===== config.mk =====
export PLATFORM = sky130hd
export DESIGN_NAME = gcd_datapath
export DESIGN_NICKNAME = d
export VERILOG_FILES = /design/src/rtl/gcd_pkg.sv /design/src/rtl/gcd_controller.sv /design/src/rtl/gcd_datapath.sv
export SDC_FILE = /design/constraint.sdc
export NUM_CORES = 1
export LEC_CHECK = 0
export BUFFER_PORTS_ARGS = -buffer_cell sky130_fd_sc_hd__buf_2
export CORE_MARGIN = 10
export CORE_UTILIZATION = 58
export DETAILED_ROUTE_END_ITERATION = 7
export PLACE_DENSITY = 0.77
export SYNTH_ARGS = -nofsm -noshare
export SYNTH_HDL_FRONTEND = slang
export SYNTH_SLANG_ARGS = --single-unit
export TNS_END_PERCENT = 50

===== constraint.sdc =====
create_clock -name clk -period 3.4 [get_ports clk]
set_clock_uncertainty 0.05 [all_clocks]
set_input_delay 0.17 -clock clk [delete_from_list [all_inputs] [get_ports clk]]
set_output_delay 0.17 -clock clk [all_outputs]
set_load 0.005 [all_outputs]

===== src/rtl/gcd_pkg.sv =====
// Shared definitions for the GCD block: FSM state encoding and default operand width.
package gcd_pkg;

    localparam int unsigned GCD_WIDTH_DEFAULT = 16;

    typedef enum logic [2:0] {
        S_IDLE    = 3'd0,
        S_LOAD_A  = 3'd1,
        S_LOAD_B  = 3'd2,
        S_COMPUTE = 3'd3,
        S_DONE    = 3'd4
    } gcd_state_e;

endpackage


===== src/rtl/gcd_controller.sv =====
// GCD sequencing FSM: operand loads, subtract-step selection and a registered done flag.
module gcd_controller
    import gcd_pkg::*;
(
    input  logic clk,
    input  logic rst_n,
    input  logic start,
    input  logic gt,
    input  logic lt,
    input  logic eq,
    input  logic zero,
    output logic ldA,
    output logic ldB,
    output logic sel_in,
    output logic done
);

    gcd_state_e state_q, state_d;
    logic       done_q, done_d;

    // sel_in is low only in COMPUTE, so the datapath can also use it as the compute-cycle strobe.
    always_comb begin
        state_d = state_q;
        ldA     = 1'b0;
        ldB     = 1'b0;
        sel_in  = 1'b1;
        unique case (state_q)
            S_IDLE: begin
                if (start) begin
                    state_d = S_LOAD_A;
                end
            end
            S_LOAD_A: begin
                ldA     = 1'b1;
                state_d = S_LOAD_B;
            end
            S_LOAD_B: begin
                ldB     = 1'b1;
                state_d = S_COMPUTE;
            end
            S_COMPUTE: begin
                sel_in = 1'b0;
                if (zero) begin
                    ldA     = 1'b1;
                    state_d = S_DONE;
                end else if (eq) begin
                    state_d = S_DONE;
                end else if (gt) begin
                    ldA = 1'b1;
                end else if (lt) begin
                    ldB = 1'b1;
                end
            end
            S_DONE: begin
                if (!start) begin
                    state_d = S_IDLE;
                end
            end
            default: begin
                state_d = S_IDLE;
            end
        endcase
    end

    always_comb begin
        done_d = (state_d == S_DONE);
    end

    always_ff @(posedge clk or negedge rst_n) begin
        if (!rst_n) begin
            state_q <= S_IDLE;
            done_q  <= 1'b0;
        end else begin
            state_q <= state_d;
            done_q  <= done_d;
        end
    end

    assign done = done_q;

endmodule


===== src/rtl/gcd_datapath.sv =====
// Subtractive GCD datapath (A/B registers, comparator, subtractors) around gcd_controller.
// Optional COMPUTE-cycle counter output enabled by defining GCD_CYCLE_COUNT_EN.
module gcd_datapath
    import gcd_pkg::*;
#(
    parameter int unsigned WIDTH = GCD_WIDTH_DEFAULT
) (
    input  logic             clk,
    input  logic             rst_n,
    input  logic             start,
    input  logic [WIDTH-1:0] data_in,
`ifdef GCD_CYCLE_COUNT_EN
    output logic [WIDTH-1:0] cycle_cnt,
`endif
    output logic             done,
    output logic [WIDTH-1:0] gcd_out
);

    logic [WIDTH-1:0] a_q, a_d;
    logic [WIDTH-1:0] b_q, b_d;
    logic             gt, lt, eq, zero;
    logic             ld_a, ld_b, sel_in;

    assign zero = (a_q == '0) || (b_q == '0);
    assign eq   = (a_q == b_q);
    assign gt   = (a_q > b_q);
    assign lt   = (a_q < b_q);

    gcd_controller u_ctrl (
        .clk    (clk),
        .rst_n  (rst_n),
        .start  (start),
        .gt     (gt),
        .lt     (lt),
        .eq     (eq),
        .zero   (zero),
        .ldA    (ld_a),
        .ldB    (ld_b),
        .sel_in (sel_in),
        .done   (done)
    );

    // With one operand zero, A|B is simply the other operand, which is the GCD.
    always_comb begin
        a_d = a_q;
        if (ld_a) begin
            if (sel_in) begin
                a_d = data_in;
            end else if (zero) begin
                a_d = a_q | b_q;
            end else begin
                a_d = a_q - b_q;
            end
        end
    end

    always_comb begin
        b_d = b_q;
        if (ld_b) begin
            b_d = sel_in ? data_in : (b_q - a_q);
        end
    end

    always_ff @(posedge clk or negedge rst_n) begin
        if (!rst_n) begin
            a_q <= '0;
            b_q <= '0;
        end else begin
            a_q <= a_d;
            b_q <= b_d;
        end
    end

    assign gcd_out = a_q;

`ifdef GCD_CYCLE_COUNT_EN
    localparam logic [WIDTH-1:0] CNT_ONE = {{(WIDTH-1){1'b0}}, 1'b1};

    logic [WIDTH-1:0] cnt_q, cnt_d;

    always_comb begin
        cnt_d = cnt_q;
        if (ld_b && sel_in) begin
            cnt_d = '0;
        end else if (!sel_in && (cnt_q != '1)) begin
            cnt_d = cnt_q + CNT_ONE;
        end
    end

    always_ff @(posedge clk or negedge rst_n) begin
        if (!rst_n) begin
            cnt_q <= '0;
        end else begin
            cnt_q <= cnt_d;
        end
    end

    assign cycle_cnt = cnt_q;
`endif

endmodule


==> results of run 1 <==
-- per-layer routing --
metal  vias to the layer above  GRT usage  wire length (um)
li1                       1524          -                 -
met1                      1482      0.234              4150
met2                        90      0.303              4280
met3                        13     0.0409               576
met4                         0     0.0452               133
met5                         -          0                 0
-- cell usage in the layout (no fill, tap or decap), types with 4 or more instances in the layout --
cell type,synthesis,final
inv_1,48,48
ha_1,47,47
nand2_1,37,37
dfrtp_1,36,36
buf_2,2,35
a21oi_1,33,33
nor2_1,31,31
o21ai_0,31,31
xnor2_1,23,23
nor4_1,10,10
a21o_1,10,10
nor2b_1,8,8
o31ai_1,7,7
o21bai_1,7,7
nor3_1,6,6
clkbuf_8,0,6
nand2b_1,5,5
o211ai_1,5,5
xor2_1,5,5
buf_4,1,5
nand3_1,4,4
a211oi_1,4,4
-- through the flow --
step | worst slack [ns] | hold WS (ns) | utilization | area (um2) | instances
floorplan | 0.571 | -0.176 | - | 3560 | 427
global placement | 0.222 | 0.273 | 0.631 | 3740 | 522
detailed placement | 0.236 | 0.284 | 0.631 | 3740 | 522
CTS | 0.202 | 0.0544 | 0.648 | 3840 | 531
global route | 0.0616 | 0.0781 | 0.648 | 3840 | 531
finish | 0.191 | 0.0462 | 0.648 | 3840 | 531
-- layout make-up --
class | instances | share of cell area
tap | 75 | 0.0245
clock buffer | 8 | 0.0235
inverter | 48 | 0.0470
timing repair buffer | 41 | 0.0580
sequential | 36 | 0.235
multi-input combinational | 323 | 0.612
-- logic make-up after synthesis --
logic type	Yosys count	synth area share
flip-flops	36	0.253
XOR/XNOR	28	0.0689
multiplexers	3	0.00950
AO/OA/AOI/OAI	129	0.250
buffers and inverters	68	0.0862
adder cells (fa/ha/maj)	49	0.177
AND/OR/NAND/NOR	114	0.155
-- worst paths after layout --
check	from	endpoint	slack, ns
worst max-delay path	gcd_out[0]	gcd_out[1]	0.19
worst min-delay path	data_in[14]	b_q[14]	0.05
worst max register to register	gcd_out[0]	gcd_out[1]	0.19
worst min register to register	u_ctrl.state_q[2]	u_ctrl.state_q[0]	0.51
max in group asynchronous	rst_n	b_q[15]	2.32
min in group asynchronous	rst_n	gcd_out[5]	0.46
-- synth_stat cells, types with 2 or more instances --
master and number:
a211oi_1 4, nor4_1 10, nand4_1 2, inv_1 48, o31ai_1 7, o21ai_0 31, and3_1 2, o21ai_1 3
and2_1 2, xnor2_1 23, nor2_1 31, mux2_2 3, a311oi_1 2, nand2_1 37, buf_2 2, buf_6 6
dfrtp_1 36, o221ai_1 3, nor2b_1 8, a22oi_2 3, clkbuf_1 10, ha_1 47, a21oi_1 33, xor2_1 5
o211ai_1 5, a221oi_1 2, nand2b_1 5, o21bai_1 7, nand3_1 4, nor3_1 6, a21o_1 10, o22ai_1 3
fa_1 2
-- worst max-delay path: stages, from the launching register on --
cell and delay [ns]:
dfrtp_1 0.42, inv_1 0.10, ha_1 0.23, fa_1 0.41, nor2_1 0.16, o311a_1 0.20
o21a_2 0.21, a311oi_4 0.14, o221a_4 0.32, o31a_4 0.49, a211oi_1 0.28, a21oi_1 0.06
-- registers in the layout, indices dropped and copies added, names as in the netlist --
| signal | count |
|---|---|
| b_q | 16 |
| gcd_out | 16 |
| u_ctrl.state_q | 3 |
| u_ctrl.done | 1 |
-- repair_timing --
action                                 4_1_cts  5_1_grt
endpoints found under the hold margin       36        0
hold buffers                                 1        0
resized for setup                            0        0
==> out/metrics.cfg, run 1 <==
[finish]
final_layout_size_suffix_gt1_frac=0.136
area_growth_pct=7.88
sequential_cell_area_um2=901
nets=523
multi_input_comb_area_um2=2350
antenna_cells_inserted=0
fillers=518

[sta]
hold_viol=0
timing.final.max_slew_violations=0
max_slew.worst_pin.slew_ns=0.844
timing.setup.tns_ns=0
post-route-period-util=0.944
final-setup-viol-count=0
slew_headroom=0.437
rsz_0062_raised_after_global_routing=no
final_period_minus_worst_setup_slack_ns=3.21
max_clock_freq_mhz=312

[placement]
buffers_added_on_ports=35
gpl.final_weighted_congestion=0.945
dp_hpwl_mm=6.98

[synthesis]
number_of_enable_type_register_cells_in_the_synthesized_netlist=0
yosys_warnings=0
postSynthAreaPerCell_um2=8.33
yosys_register_bits=36
ys_dominant_reg_cell=dfrtp_1
post-synth-top-area-cell=dfrtp_1
post-synth-top-area-fraction=0.253
syn_area_um2=3560
syn-num-nets=495
synth.lib_cells_used.distinct=58
synthCells=427
synth.yosys.seq_area_share=0.253
synth_area_leaders=dfrtp_1 25%, ha_1 17%, xnor2_1 5.7%
synth_async_sr_flop_share=1.00

[critical_path]
crit_type=reg -> reg
setup.worst_path.end_class=register
worst_setup_path_start_kind=register
critical_path_required_ns=3.52
largest_fanout_on_the_critical_path=32
r2r_cells=11
arrival_ns=3.33

[route]
first_pass_iters=5
route.detailed.drc=0
route.antenna.remaining_nets=0
dr_total_vias=3109
avgViaCountPerCell=5.85
drt_iter0_markers=186
total_length_of_routed_wires_mm=9.14
route.detailed.wl_per_inst_um=17.2

[die]
die-width_um=98.3
die-area_um2=9670
floorplan.io_pins=36
core_area_um2=5920
die_h_um=98.3
initial_core_util=0.601
placementRows=28

[global_routing]
number_of_global_route_vias_before_repair=3000
grt_first_pass_wirelength_mm=14.8
antenna_violations_before_repair=0
total_overflow_reported_by_the_global_router=0
grt_start_max_net_pins=37
groute.usage.overall=0.183

[worst_hold_path]
min_path_cells=3
hp-class=in -> reg

[clock_network]
h_tree_depth=2
tritoncts.num_buffers=5
cts-root-to-sink-buffers=2
clkSlewWorstSetupHoldPaths_ns=0.07
clock_sinks=36
clock-root-buffer=clkbuf_8
tritoncts=yes
post-cts-setup-buffer-count=0
source_to_sink_clock_delay_at_the_later_pin_of_the_worst_skew_pair_ns=0.30

[run_status]
outcome=finished clean

[flow_run]
max_cap_viol_count=0

Power of run 1 is left out: the tool's default activity adds up to more than one toggle a clock period on the data nets, which glitch-free logic cannot reach.
==> run 2, diff against run 1 <==
--- a/config.mk
+++ b/config.mk
@@ -5,7 +5,7 @@
 export SDC_FILE = /design/constraint.sdc
 export NUM_CORES = 1
 export LEC_CHECK = 0
-export BUFFER_PORTS_ARGS = -buffer_cell sky130_fd_sc_hd__buf_2
+export BUFFER_PORTS_ARGS = -buffer_cell sky130_fd_sc_hd__buf_4
 export CORE_MARGIN = 10
 export CORE_UTILIZATION = 58
 export DETAILED_ROUTE_END_ITERATION = 7
==> run 2 against run 1 <==
Global-route usage increased by 0.92 points; cell count grew 0.19%; sequential share of layout area decreased by 0.58 points; die area is the same.
==> out/metrics.cfg, run 2 (same netlist as run 1, synthesis figures left out) <==
[clock_network]
h_tree_depth=2
tritoncts.num_buffers=5
clock_sinks=36
source_to_sink_clock_delay_at_the_later_pin_of_the_worst_skew_pair_ns=0.31
clkSlewWorstSetupHoldPaths_ns=0.08
cts-root-to-sink-buffers=2
post-cts-setup-buffer-count=0
clock-root-buffer=clkbuf_8
tritoncts=yes

[finish]
mostFrequentLayoutCell=inv_1
sequential_cell_area_um2=901
fillers=518
area_growth_pct=10.6
antenna_cells_inserted=0
multi_input_comb_area_um2=2350
nets=524
layout.cells.most_common_list=48 x inv_1, 47 x ha_1, 41 x buf_4
final_layout_size_suffix_gt1_frac=0.142

[critical_path]
cpPeakStageDelay_ns=0.50
largest_fanout_on_the_critical_path=32
setup.worst_path.end_class=register
critical_path.cell_chain=inv_1, ha_1, fa_1, nor2_1, o311a_1, o21a_2, a311oi_4, o221a_4, o31a_4, a211oi_1, a21oi_1
worst-path-buf-inv=1
worst_setup_path_start_kind=register
arrival_ns=3.34
slowest_stage_cell_crit_path=o31a_4
timing.critical_path.max_delay_family=compound AO/OA/AOI/OAI gates
critical_path_required_ns=3.53
crit_type=reg -> reg

[route]
dr_total_vias=3099
route.antenna.remaining_nets=0
drt_iter0_markers=235
first_pass_iters=4
route.detailed.drc=0
avgViaCountPerCell=5.83
route.detailed.wl_per_inst_um=17.6
total_length_of_routed_wires_mm=9.36

[die]
die-width_um=98.3
placementRows=28
floorplan.io_pins=36
initial_core_util=0.601
die-area_um2=9670
core_area_um2=5920
die_h_um=98.3

[sta]
max_clock_freq_mhz=312
hold_viol=0
post-route-period-util=0.943
rsz_0062_raised_after_global_routing=no
timing.setup.tns_ns=0
max_slew.worst_pin.slew_ns=0.560
final_period_minus_worst_setup_slack_ns=3.21
slew_headroom=0.622
final-setup-viol-count=0
whs_ns=0.0327
timing.final.max_slew_violations=0

[flow_run]
max_cap_viol_count=0

[global_routing]
total_overflow_reported_by_the_global_router=0
number_of_global_route_vias_before_repair=3188
grt_first_pass_wirelength_mm=15.7
antenna_violations_before_repair=0
grt_start_max_net_pins=37
groute.usage.overall=0.192

[placement]
buffers_added_on_ports=35
gpl.final_weighted_congestion=0.953
dp_hpwl_mm=7.23

[run_status]
outcome=finished clean

[worst_hold_path]
hp-class=in -> reg

run 2: cell types whose count changed in the layout (fill, tap and decap cells not counted), sizes merged:
cell,before,now
buf,40,41
clkbuf,8,6
clkinv,0,2
run 2: path summary, 6_finish.rpt:
check	start	to	slack, ns	cells past startpoint
worst max-delay path	gcd_out[0]	gcd_out[1]	0.19	11
worst min-delay path	data_in[14]	b_q[14]	0.03	3
worst max register to register	gcd_out[0]	gcd_out[1]	0.19	11
worst min register to register	u_ctrl.state_q[2]	u_ctrl.state_q[0]	0.52	1
max in group asynchronous	rst_n	b_q[11]	2.65	2
min in group asynchronous	rst_n	b_q[3]	0.32	2
run 2: worst register-to-register path, cell delays in order (launching register included):
cell and delay, ns:
dfrtp_1 0.42, inv_1 0.10, ha_1 0.23, fa_1 0.42, nor2_1 0.17, o311a_1 0.21
o21a_2 0.19, a311oi_4 0.13, o221a_4 0.32, o31a_4 0.50, a211oi_1 0.28, a21oi_1 0.06
run 2: layout make-up:
class,count,area share
Clock inverter,2,0.00254
Sequential cell,36,0.229
Clock buffer,6,0.0210
Tap cell,75,0.0238
Multi-Input combinational cell,323,0.597
Timing Repair Buffer,42,0.0808
Inverter,48,0.0458
run 2: layer usage:
metal / vias to the layer above / GRT usage / share of wire
li1: 1530 / - / -
met3: 11 / 0.0402 / 0.054
met5: - / 0 / 0
met4: 0 / 0.0496 / 0.012
met2: 67 / 0.317 / 0.47
met1: 1491 / 0.248 / 0.46
run 2: stage by stage:
stage	setup WS, ns	cells	util	cell area (um2)
6_report	0.194	532	0.665	3940
5_1_grt	0.0244	532	0.665	3940
4_1_cts	0.250	532	0.665	3940
3_5_place_dp	0.285	523	0.647	3830
3_3_place_gp	0.301	523	0.647	3830
2_1_floorplan	0.571	427	-	3560
run 2: what timing repair did:
action,in CTS,in global routing
hold buffers,1,0
resized for setup,0,0
hold endpoints to repair,36,0
Power of run 2 is left out for the same reason.
